==> src/rtl/alu_arbiter_pkg.sv <==
// Shared opcode/width defines (define.vh set) and arbiter types.
// ALU_ARB_OPCHECK_EN enables the response-side opcode legality flag.
`ifndef ALU_ARB_DEFINE_VH
`define ALU_ARB_DEFINE_VH
`define ALU_OP_W        4
`define ALU_ARB_MAX_REQ 8
`define ALU_ADD  4'h0
`define ALU_SUB  4'h1
`define ALU_AND  4'h2
`define ALU_OR   4'h3
`define ALU_XOR  4'h4
`define ALU_ADDI 4'h5
`define ALU_SLLI 4'h6
`define ALU_SRLI 4'h7
`define ALU_SRAI 4'h8
`endif

package alu_arbiter_pkg;
    localparam int unsigned OP_W    = `ALU_OP_W;
    localparam int unsigned MAX_REQ = `ALU_ARB_MAX_REQ;

    localparam logic [OP_W-1:0] OP_ADD  = `ALU_ADD;
    localparam logic [OP_W-1:0] OP_SUB  = `ALU_SUB;
    localparam logic [OP_W-1:0] OP_AND  = `ALU_AND;
    localparam logic [OP_W-1:0] OP_OR   = `ALU_OR;
    localparam logic [OP_W-1:0] OP_XOR  = `ALU_XOR;
    localparam logic [OP_W-1:0] OP_ADDI = `ALU_ADDI;
    localparam logic [OP_W-1:0] OP_SLLI = `ALU_SLLI;
    localparam logic [OP_W-1:0] OP_SRLI = `ALU_SRLI;
    localparam logic [OP_W-1:0] OP_SRAI = `ALU_SRAI;

    typedef enum logic {
        BUF_EMPTY = 1'b0,
        BUF_FULL  = 1'b1
    } buf_state_t;

`ifdef ALU_ARB_OPCHECK_EN
    function automatic logic op_is_known(input logic [OP_W-1:0] op);
        case (op)
            OP_ADD, OP_SUB, OP_AND, OP_OR, OP_XOR,
            OP_ADDI, OP_SLLI, OP_SRLI, OP_SRAI: return 1'b1;
            default:                            return 1'b0;
        endcase
    endfunction
`endif
endpackage

==> src/rtl/alu_arbiter_rr_arbiter.sv <==
// Combinational round-robin pick: first requester at or after the pointer, wrapping.
module rr_arbiter #(
    parameter int NUM_REQ = 2,
    parameter int ID_W    = $clog2(NUM_REQ)
) (
    input  logic [NUM_REQ-1:0] i_req,
    input  logic [ID_W-1:0]    i_ptr,
    output logic [NUM_REQ-1:0] o_grant,
    output logic [ID_W-1:0]    o_grant_idx,
    output logic               o_any
);
    int unsigned w_idx;

    always_comb begin
        o_grant     = '0;
        o_grant_idx = '0;
        o_any       = 1'b0;
        w_idx       = 0;
        for (int unsigned k = 0; k < NUM_REQ; k++) begin
            w_idx = (32'(i_ptr) + k) % 32'(NUM_REQ);
            if (!o_any && i_req[ID_W'(w_idx)]) begin
                o_any                = 1'b1;
                o_grant[ID_W'(w_idx)] = 1'b1;
                o_grant_idx          = ID_W'(w_idx);
            end
        end
    end
endmodule

==> src/rtl/alu_arbiter.sv <==
// Round-robin sharing of one combinational ALU with a one-entry tagged response buffer.
// Define ALU_ARB_OPCHECK_EN to add rsp_err for unrecognised opcodes.
module alu_arbiter
    import alu_arbiter_pkg::*;
#(
    parameter int NUM_REQ = 2,
    parameter int ID_W    = $clog2(NUM_REQ)
) (
    input  logic                    clk,
    input  logic                    rst,
    input  logic [NUM_REQ-1:0]      req_valid,
    output logic [NUM_REQ-1:0]      req_ready,
    input  logic [NUM_REQ*32-1:0]   req_rs1,
    input  logic [NUM_REQ*32-1:0]   req_rs2,
    input  logic [NUM_REQ*OP_W-1:0] req_op,
    output logic [31:0]             alu_rs1,
    output logic [31:0]             alu_rs2,
    output logic [OP_W-1:0]         alu_op,
    input  logic [31:0]             alu_output,
    output logic                    rsp_valid,
    input  logic                    rsp_ready,
    output logic [ID_W-1:0]         rsp_id,
    output logic [31:0]             rsp_data
`ifdef ALU_ARB_OPCHECK_EN
    ,
    output logic                    rsp_err
`endif
);
    if (NUM_REQ < 2 || NUM_REQ > int'(MAX_REQ)) begin : g_bad_num_req
        $error("alu_arbiter: NUM_REQ out of range");
    end

    buf_state_t          r_state;
    logic [ID_W-1:0]     r_ptr;
    logic [ID_W-1:0]     r_id;
    logic [31:0]         r_data;
    logic [NUM_REQ-1:0]  w_grant;
    logic [ID_W-1:0]     w_gidx;
    logic [ID_W-1:0]     w_ptr_next;
    logic                w_any;
    logic                w_can_issue;
    logic                w_fire;

    rr_arbiter #(
        .NUM_REQ (NUM_REQ),
        .ID_W    (ID_W)
    ) u_rr (
        .i_req       (req_valid),
        .i_ptr       (r_ptr),
        .o_grant     (w_grant),
        .o_grant_idx (w_gidx),
        .o_any       (w_any)
    );

    assign w_can_issue = (r_state == BUF_EMPTY) || rsp_ready;
    assign w_fire      = w_any && w_can_issue && !rst;
    assign req_ready   = w_grant & {NUM_REQ{w_can_issue && !rst}};
    assign w_ptr_next  = (w_gidx == ID_W'(NUM_REQ - 1)) ? '0 : w_gidx + ID_W'(1);

    // One-hot AND-OR mux: no grant means all-zero ALU inputs.
    always_comb begin
        alu_rs1 = '0;
        alu_rs2 = '0;
        alu_op  = '0;
        for (int unsigned i = 0; i < NUM_REQ; i++) begin
            alu_rs1 = alu_rs1 | (req_rs1[i*32 +: 32]     & {32{w_grant[i]}});
            alu_rs2 = alu_rs2 | (req_rs2[i*32 +: 32]     & {32{w_grant[i]}});
            alu_op  = alu_op  | (req_op[i*OP_W +: OP_W] & {OP_W{w_grant[i]}});
        end
    end

    always_ff @(posedge clk or posedge rst) begin
        if (rst) begin
            r_state <= BUF_EMPTY;
            r_ptr   <= '0;
            r_id    <= '0;
            r_data  <= '0;
        end else if (w_fire) begin
            r_state <= BUF_FULL;
            r_ptr   <= w_ptr_next;
            r_id    <= w_gidx;
            r_data  <= alu_output;
        end else if (r_state == BUF_FULL && rsp_ready) begin
            r_state <= BUF_EMPTY;
        end
    end

`ifdef ALU_ARB_OPCHECK_EN
    logic r_err;

    always_ff @(posedge clk or posedge rst) begin
        if (rst) begin
            r_err <= 1'b0;
        end else if (w_fire) begin
            r_err <= !op_is_known(alu_op);
        end
    end

    assign rsp_err = r_err;
`endif

    assign rsp_valid = (r_state == BUF_FULL);
    assign rsp_id    = r_id;
    assign rsp_data  = r_data;
endmodule

==> config.mk <==
export PLATFORM = sky130hd
export DESIGN_NAME = alu_arbiter
export DESIGN_NICKNAME = d
export VERILOG_FILES = /design/src/rtl/alu_arbiter_pkg.sv /design/src/rtl/alu_arbiter_rr_arbiter.sv /design/src/rtl/alu_arbiter.sv
export SDC_FILE = /design/constraint.sdc
export NUM_CORES = 1
export LEC_CHECK = 0
export CAP_MARGIN = 10
export CORE_AREA = 4 4 104 106
export DETAILED_ROUTE_END_ITERATION = 6
export DIE_AREA = 0 0 108 110
export GPL_ROUTABILITY_DRIVEN = 0
export GPL_TIMING_DRIVEN = 0
export PLACE_DENSITY = 0.69
export SYNTH_ARGS = -nofsm -noshare
export SYNTH_HDL_FRONTEND = slang
export SYNTH_SLANG_ARGS = --single-unit
==> constraint.sdc <==
create_clock -name clk -period 1.8 [get_ports clk]
set_input_delay 0.36 -clock clk [delete_from_list [all_inputs] [get_ports clk]]
set_output_delay 0.36 -clock clk [all_outputs]
set_load 0.1 [all_outputs]
==> flow_metrics.tcl, run 1 <==
set metrics [dict create \
    cts_root_buf "clkbuf_8" \
    cp_data_arrival_time_ns 1.63 \
    ys_top_cells_by_area "dfrtp_1, a22o_1, mux2_2" \
    cap_violations 0 \
    startpoint "r_ptr" \
    min_path_type "primary input to asynchronous set/reset pin" \
    yosys.area.top_type_share_pct 43.1 \
    areaGrowthSynthToFinish_pct 230 \
    crit_path_start_kind "register" \
    grtUsageTotal_pct 19.3 \
    viasPerCell 4.59 \
    antennaDiodeCount 0 \
    clk_pin_slew_ns 0.07 \
    cp_max_fo 10 \
    routed_wl_mm 13.0 \
    worstRegToRegCells 5 \
    layout-drive-gt1-share_pct 53.5 \
    critPathCaptureType "output pin" \
    layout_min_cycle_time_ns 1.99 \
    placed_cell_area_um2 5530 \
    cts_tree "done" \
    status "complete, but fails checks" \
    nNetsFinal 630 \
    r2r-start "rsp_valid" \
    cts.sinks 35 \
    die_x_um 108 \
    r2r_slack_ns 0.20 \
    row_count 36 \
    vias 2714 \
    p_leak_nw 2.89 \
    powerDensity_nw_per_um2 980 \
    coreArea_um2 9770 \
    rsz0062_at_grt "true" \
    die-area_um2 11900 \
    vdd_drop_max_v 0.000660 \
    tightestPinTransition_ns 0.625 \
    ant_nets 0 \
    ctsHtreeMaxLevel 2 \
    clock_path_buffers 2 \
    netlist-cell-type-count 18 \
    ios 277 \
    hpwl_mm 9.92 \
    cp_data_required_time_ns 1.44 \
    drt-initial-drc-count 101 \
    synth-seq-cells 35 \
    ys_seq_area_share_pct 43.1 \
    syn_avg_cell_area_um2 12.4 \
    grt_pass1_vias 2980 \
    worst_clock_skew_ns 0.00566 \
    synth_fp_nets 337 \
    r2r_end "rsp_data[9]" \
    grt-ovfl-total 0 \
    violations "setup timing" \
    post-route-drc-count 0 \
    synthCells 164 \
    die_y_um 110 \
    cts_hold_buf 0 \
    worst_skew_pair.late_latency_ns 0.28 \
    slew_viol_final 0 \
    critPathKind "register to output pin" \
    yosys_warnings 0 \
    yosysTopAreaCell "dfrtp_1" \
    port_buffers 276 \
    grt_pass1_wl_mm 17.7 \
    critPathCapture "alu_rs1[6]" \
    finalCritPeriodShare_pct 111 \
    max_slew_margin_pct 58.3 \
    mappedNetlistArea_um2 2030 \
    wl_per_cell_um 22.0 \
    cts_made_buffers 5 \
    finalInstanceArea_um2 6700 \
    setup_violations 70 \
    drtPass1Iterations 4 \
    fmax_mhz 502 \
    grt_max_degree 23 \
    setup_tns_ns -11.53 \
    final-hold-violation-count 0 \
    layout_setup_ws_ns -0.191 \
    antenna_found_initial 0 \
    start_util_pct 20.8 \
]
-- state kept, by name, indices dropped and copies added (netlist names) --
register / cells
rsp_valid: 1
rsp_id: 1
rsp_data: 32
r_ptr: 1
-- kinds of logic (layout without fill, tap and decap cells) --
family                 after synthesis  after routing  share of synthesized area, %
muxes                               34             34                          18.8
AOI/OAI and AO/OA                   70             70                          30.3
DFF                                 35             35                          43.1
and+or+nand+nor                      6              6                          2.59
buffers and inverters               19            313                          5.24
-- placed cells by master, fill, tap and decap left out, types with 3 or more instances in the layout --
| cell type | count |
|---|---|
| clkdlybuf4s50_1 | 168 |
| buf_12 | 75 |
| a22o_4 | 56 |
| clkdlybuf4s15_2 | 34 |
| dfrtp_1 | 34 |
| mux2_4 | 20 |
| a22o_2 | 12 |
| mux2_2 | 11 |
| buf_4 | 9 |
| clkbuf_8 | 7 |
| clkbuf_16 | 5 |
| buf_6 | 4 |
| dlygate4sd2_1 | 3 |
-- per-stage QoR --
step	utilization, %	cells	setup slack (ns)	hold slack, ns	total power, mW
floorplan	-	164	-0.456	0.495	4.20
global placement	56.3	573	-1.80	0.470	5.34
detailed placement	56.6	574	-1.86	0.493	5.37
CTS	66.9	586	-0.188	0.361	6.51
global route	68.6	591	-0.260	0.379	6.76
finish	68.6	591	-0.191	0.343	6.57
-- how the worst min path moves through the flow --
stage / from / endpoint / slack [ns] / cells after the start
finish: rst / rsp_data[24] / 0.34 / 2
global route: rst / rsp_data[20] / 0.38 / 2
CTS: rst / rsp_data[20] / 0.36 / 2
detailed placement: rsp_data[26] / rsp_data[26] / 0.49 / 1
global placement: rsp_data[26] / rsp_data[26] / 0.47 / 1
floorplan: alu_output[26] / rsp_data[26] / 0.49 / 1
-- critical path, stage by stage (launching register included) --
cell and delay (ns):
dfrtp_1 0.42, inv_2 0.10, a21boi_4 0.06, buf_12 0.15, clkbuf_16 0.17, a22o_4 0.27
buf_12 0.16
-- layer usage --
metal / GRT usage [%] / up-vias / routed length, um
li1: - / 1239 / -
met3: 6.70 / 17 / 1160
met2: 36.5 / 149 / 7140
met4: 3.16 / 0 / 223
met5: 0 / - / 0
met1: 21.2 / 1309 / 4520
-- where the power goes --
group          internal [mW]  total (mW)  leakage [nW]  switching, mW
combinational           1.86        5.01          2.44           3.15
clock                  0.271       0.538        0.0422          0.267
sequential             0.933        1.02         0.409         0.0851
-- synth_stat cells --
cell type,n
or2_2,1
nor2_1,1
and2_1,1
nor3_4,1
nor2b_4,1
dfrtp_1,35
nor2b_1,1
buf_4,2
mux2_1,2
mux2i_1,1
a21boi_2,1
clkbuf_1,8
inv_1,2
a21boi_1,1
mux2_2,31
a22o_1,68
buf_2,4
buf_6,3
-- area by class of cell --
type                            instances  area, um^2
Buffer                                 17         288
Clock buffer                            7        76.3
Clock inverter                          1        5.00
Fill cell                             703        3070
Inverter                                2        7.51
Multi-Input combinational cell        110        1660
Sequential cell                        35         880
Tap cell                              133         166
Timing Repair Buffer                  286        3620
-- what timing repair did --
item,4_1_cts,5_1_grt
endpoints found under the setup margin,130,70
gates resized for setup,765,24
setup buffers,4,5
pin swaps,41,2
No activity file was read; power rests on OpenSTA's default activity.
==> run 2: changes to the inputs <==
- ABC_AREA: not set -> 1
- CORE_AREA: 4 4 104 106 -> 4 4 107 109
- DIE_AREA: 0 0 108 110 -> 0 0 111 113
==> run 2 against run 1 <==
Effect of this change: the run still ends with setup timing left; die area up 5.6%; non-clock buffer count is 19 higher; flip-flop and latch count unchanged; setup slack got worse by 0.043 ns; critical endpoint is now alu_rs1[15]; largest cell class unchanged.
==> flow_metrics.tcl, run 2 <==
set metrics [dict create \
    status "complete, but fails checks" \
    violations "setup timing" \
    layout.cells.non_filler 825 \
    clock_path_buffers 2 \
    synth_fp_nets 554 \
    max_slew_margin_pct 62.2 \
    p_leak_nw 3.17 \
    ios 277 \
    start_util_pct 21.8 \
    critPathKind "register to output pin" \
    critPathCaptureType "output pin" \
    grt-ovfl-total 0 \
    ys_top_cells_by_area "nand2_1, dfrtp_1, nand4_1" \
    finalInstanceArea_um2 6840 \
    path_buf_inv 3 \
    rsz0062_at_grt "true" \
    fmax_mhz 492 \
    grt_max_degree 45 \
    cts_root_buf "clkbuf_8" \
    register_area_um2 878 \
    cts_hold_buf 0 \
    wl_per_cell_um 18.0 \
    layout_common_cells "clkdlybuf4s50_1, nand2_1, nand2_2" \
    powerDensity_nw_per_um2 930 \
    setup_violations 70 \
    placed_cells 797 \
    ys_top_cells_by_count "nand2_1, dfrtp_1, nand4_1, buf_2" \
    clk_pin_slew_ns 0.08 \
    final-hold-violation-count 0 \
    die_y_um 113 \
    tightestPinTransition_ns 0.569 \
    port_buffers 276 \
    nNetsFinal 857 \
    die_x_um 111 \
    cts_made_buffers 5 \
    drt-initial-drc-count 162 \
    cts.sinks 35 \
    crit_path_frequent_cell "buf_12" \
    synth-seq-cells 35 \
    largest_reg_flops 32 \
    cp_data_required_time_ns 1.44 \
    row_count 38 \
    path_delay_family "buffers and inverters" \
    layout_min_cycle_time_ns 2.03 \
    vdd_drop_max_v 0.000640 \
    power_mw 6.36 \
    mappedNetlistArea_um2 2310 \
    hpwl_mm 10.6 \
    synthCells 381 \
    syn_avg_cell_area_um2 6.07 \
    yosys.area.top_type_share_pct 44.6 \
    drtPass1Iterations 4 \
    async_reset_ff_share_pct 100 \
    synth_edf_count 0 \
    cp_data_arrival_time_ns 1.67 \
    multi_input_area_um2 1670 \
    crit_path_start_kind "register" \
    areaGrowthSynthToFinish_pct 196 \
    ctsHtreeMaxLevel 2 \
    die-area_um2 12500 \
    yosysMostFrequentCell "nand2_1" \
    viasPerCell 4.54 \
    cp_slowest_stage_delay_ns 0.46 \
    cts_tree "done" \
    yosysTopAreaCell "nand2_1" \
    cap_violations 0 \
    finalCritPeriodShare_pct 113 \
    worst_skew_pair.late_latency_ns 0.29 \
    ant_nets 0 \
    ys_seq_area_share_pct 37.9 \
    netlist-cell-type-count 17 \
    fillers 824 \
    cp_max_fo 10 \
    routed_wl_mm 14.9 \
    final_common_cell "clkdlybuf4s50_1" \
    dp_slack_ns -1.45 \
    grt_pass1_wl_mm 21.7 \
    cp_cell_sequence "a21oi_4 > buf_12 > clkbuf_4 > nand2_1 > nand2_2 > buf_12" \
    grtUsageTotal_pct 21.7 \
    vias 3747 \
    placed_cell_area_um2 5430 \
    grt_pass1_vias 3834 \
    yosys_warnings 0 \
    critPathSlowestCell "dfrtp_2" \
    layout_setup_ws_ns -0.234 \
    post-route-drc-count 0 \
    synth_ff_type "dfrtp_1" \
    worst_clock_skew_ns 0.00708 \
    antennaDiodeCount 0 \
    min_path_type "register to register" \
    layout-drive-gt1-share_pct 40.7 \
    antenna_found_initial 0 \
    slew_viol_final 0 \
    coreArea_um2 10600 \
]
## run 2: routing by layer
| metal | part of all wire [%] | global-route usage, % | routed length (um) |
|---|---|---|---|
| met3 | 6.9 | 5.51 | 1030 |
| met1 | 36 | 23.3 | 5320 |
| met4 | 3.9 | 6.16 | 575 |
| met5 | 0 | 0 | 0 |
| met2 | 53 | 41.8 | 7940 |
## run 2: path summary, 6_finish.rpt
kind | from | endpoint | slack [ns] | cells past startpoint
setup / recovery | r_ptr | alu_rs1[15] | -0.23 | 6
setup reg to reg | rsp_valid | rsp_data[16] | 0.52 | 4
min in group asynchronous | rst | rsp_data[8] | 0.70 | 3
hold reg to reg | rsp_data[1] | rsp_data[1] | 0.48 | 2
max in group asynchronous | rst | r_ptr | 0.73 | 3
hold / removal | rsp_data[1] | rsp_data[1] | 0.48 | 2
## run 2: layout make-up
class	count	share of cell area, %
multi-input cells	314	24.4
well taps	140	2.56
repair buffers	297	54.9
plain buffers	25	2.91
clock inverters	3	0.988
clock buffers	5	1.01
inverters	6	0.439
flip-flops and latches	35	12.8
## run 2: repair_timing
| item | in CTS | in global routing |
|---|---|---|
| endpoints found under the setup margin | 113 | 70 |
| setup buffers | 11 | 5 |
| gates cloned | 7 | 1 |
| pin swaps | 23 | 24 |
| resized for setup | 775 | 70 |
## run 2: through the flow
step	hold WS [ns]	setup TNS (ns)	util, %
global placement	0.452	-97.32	51.2
global route	0.493	-16.15	64.5
finish	0.476	-11.34	64.5
detailed placement	0.460	-102.33	51.2
CTS	0.481	-11.50	62.0
floorplan	0.484	0	-
## run 2: logic make-up (layout without fill, tap and decap cells)
group / Yosys count / count (layout) / synth area share, %
buffers and inverters: 32 / 336 / 6.87
AOI/OAI and AO/OA: 2 / 2 / 0.595
and+or+nand+nor: 312 / 312 / 54.7
DFF: 35 / 35 / 37.9
## run 2: power by group
part / internal [mW] / switching (mW) / total, mW
sequential: 0.915 / 0.0826 / 0.998
clock: 0.553 / 0.302 / 0.854
combinational: 1.49 / 3.01 / 4.51
## run 2: worst reg2reg max path: stages, from the launching register on
cell	delay, ns
dfrtp_2	0.44
nand2_2	0.14
buf_1	0.37
nand4_1	0.17
nand2_1	0.10
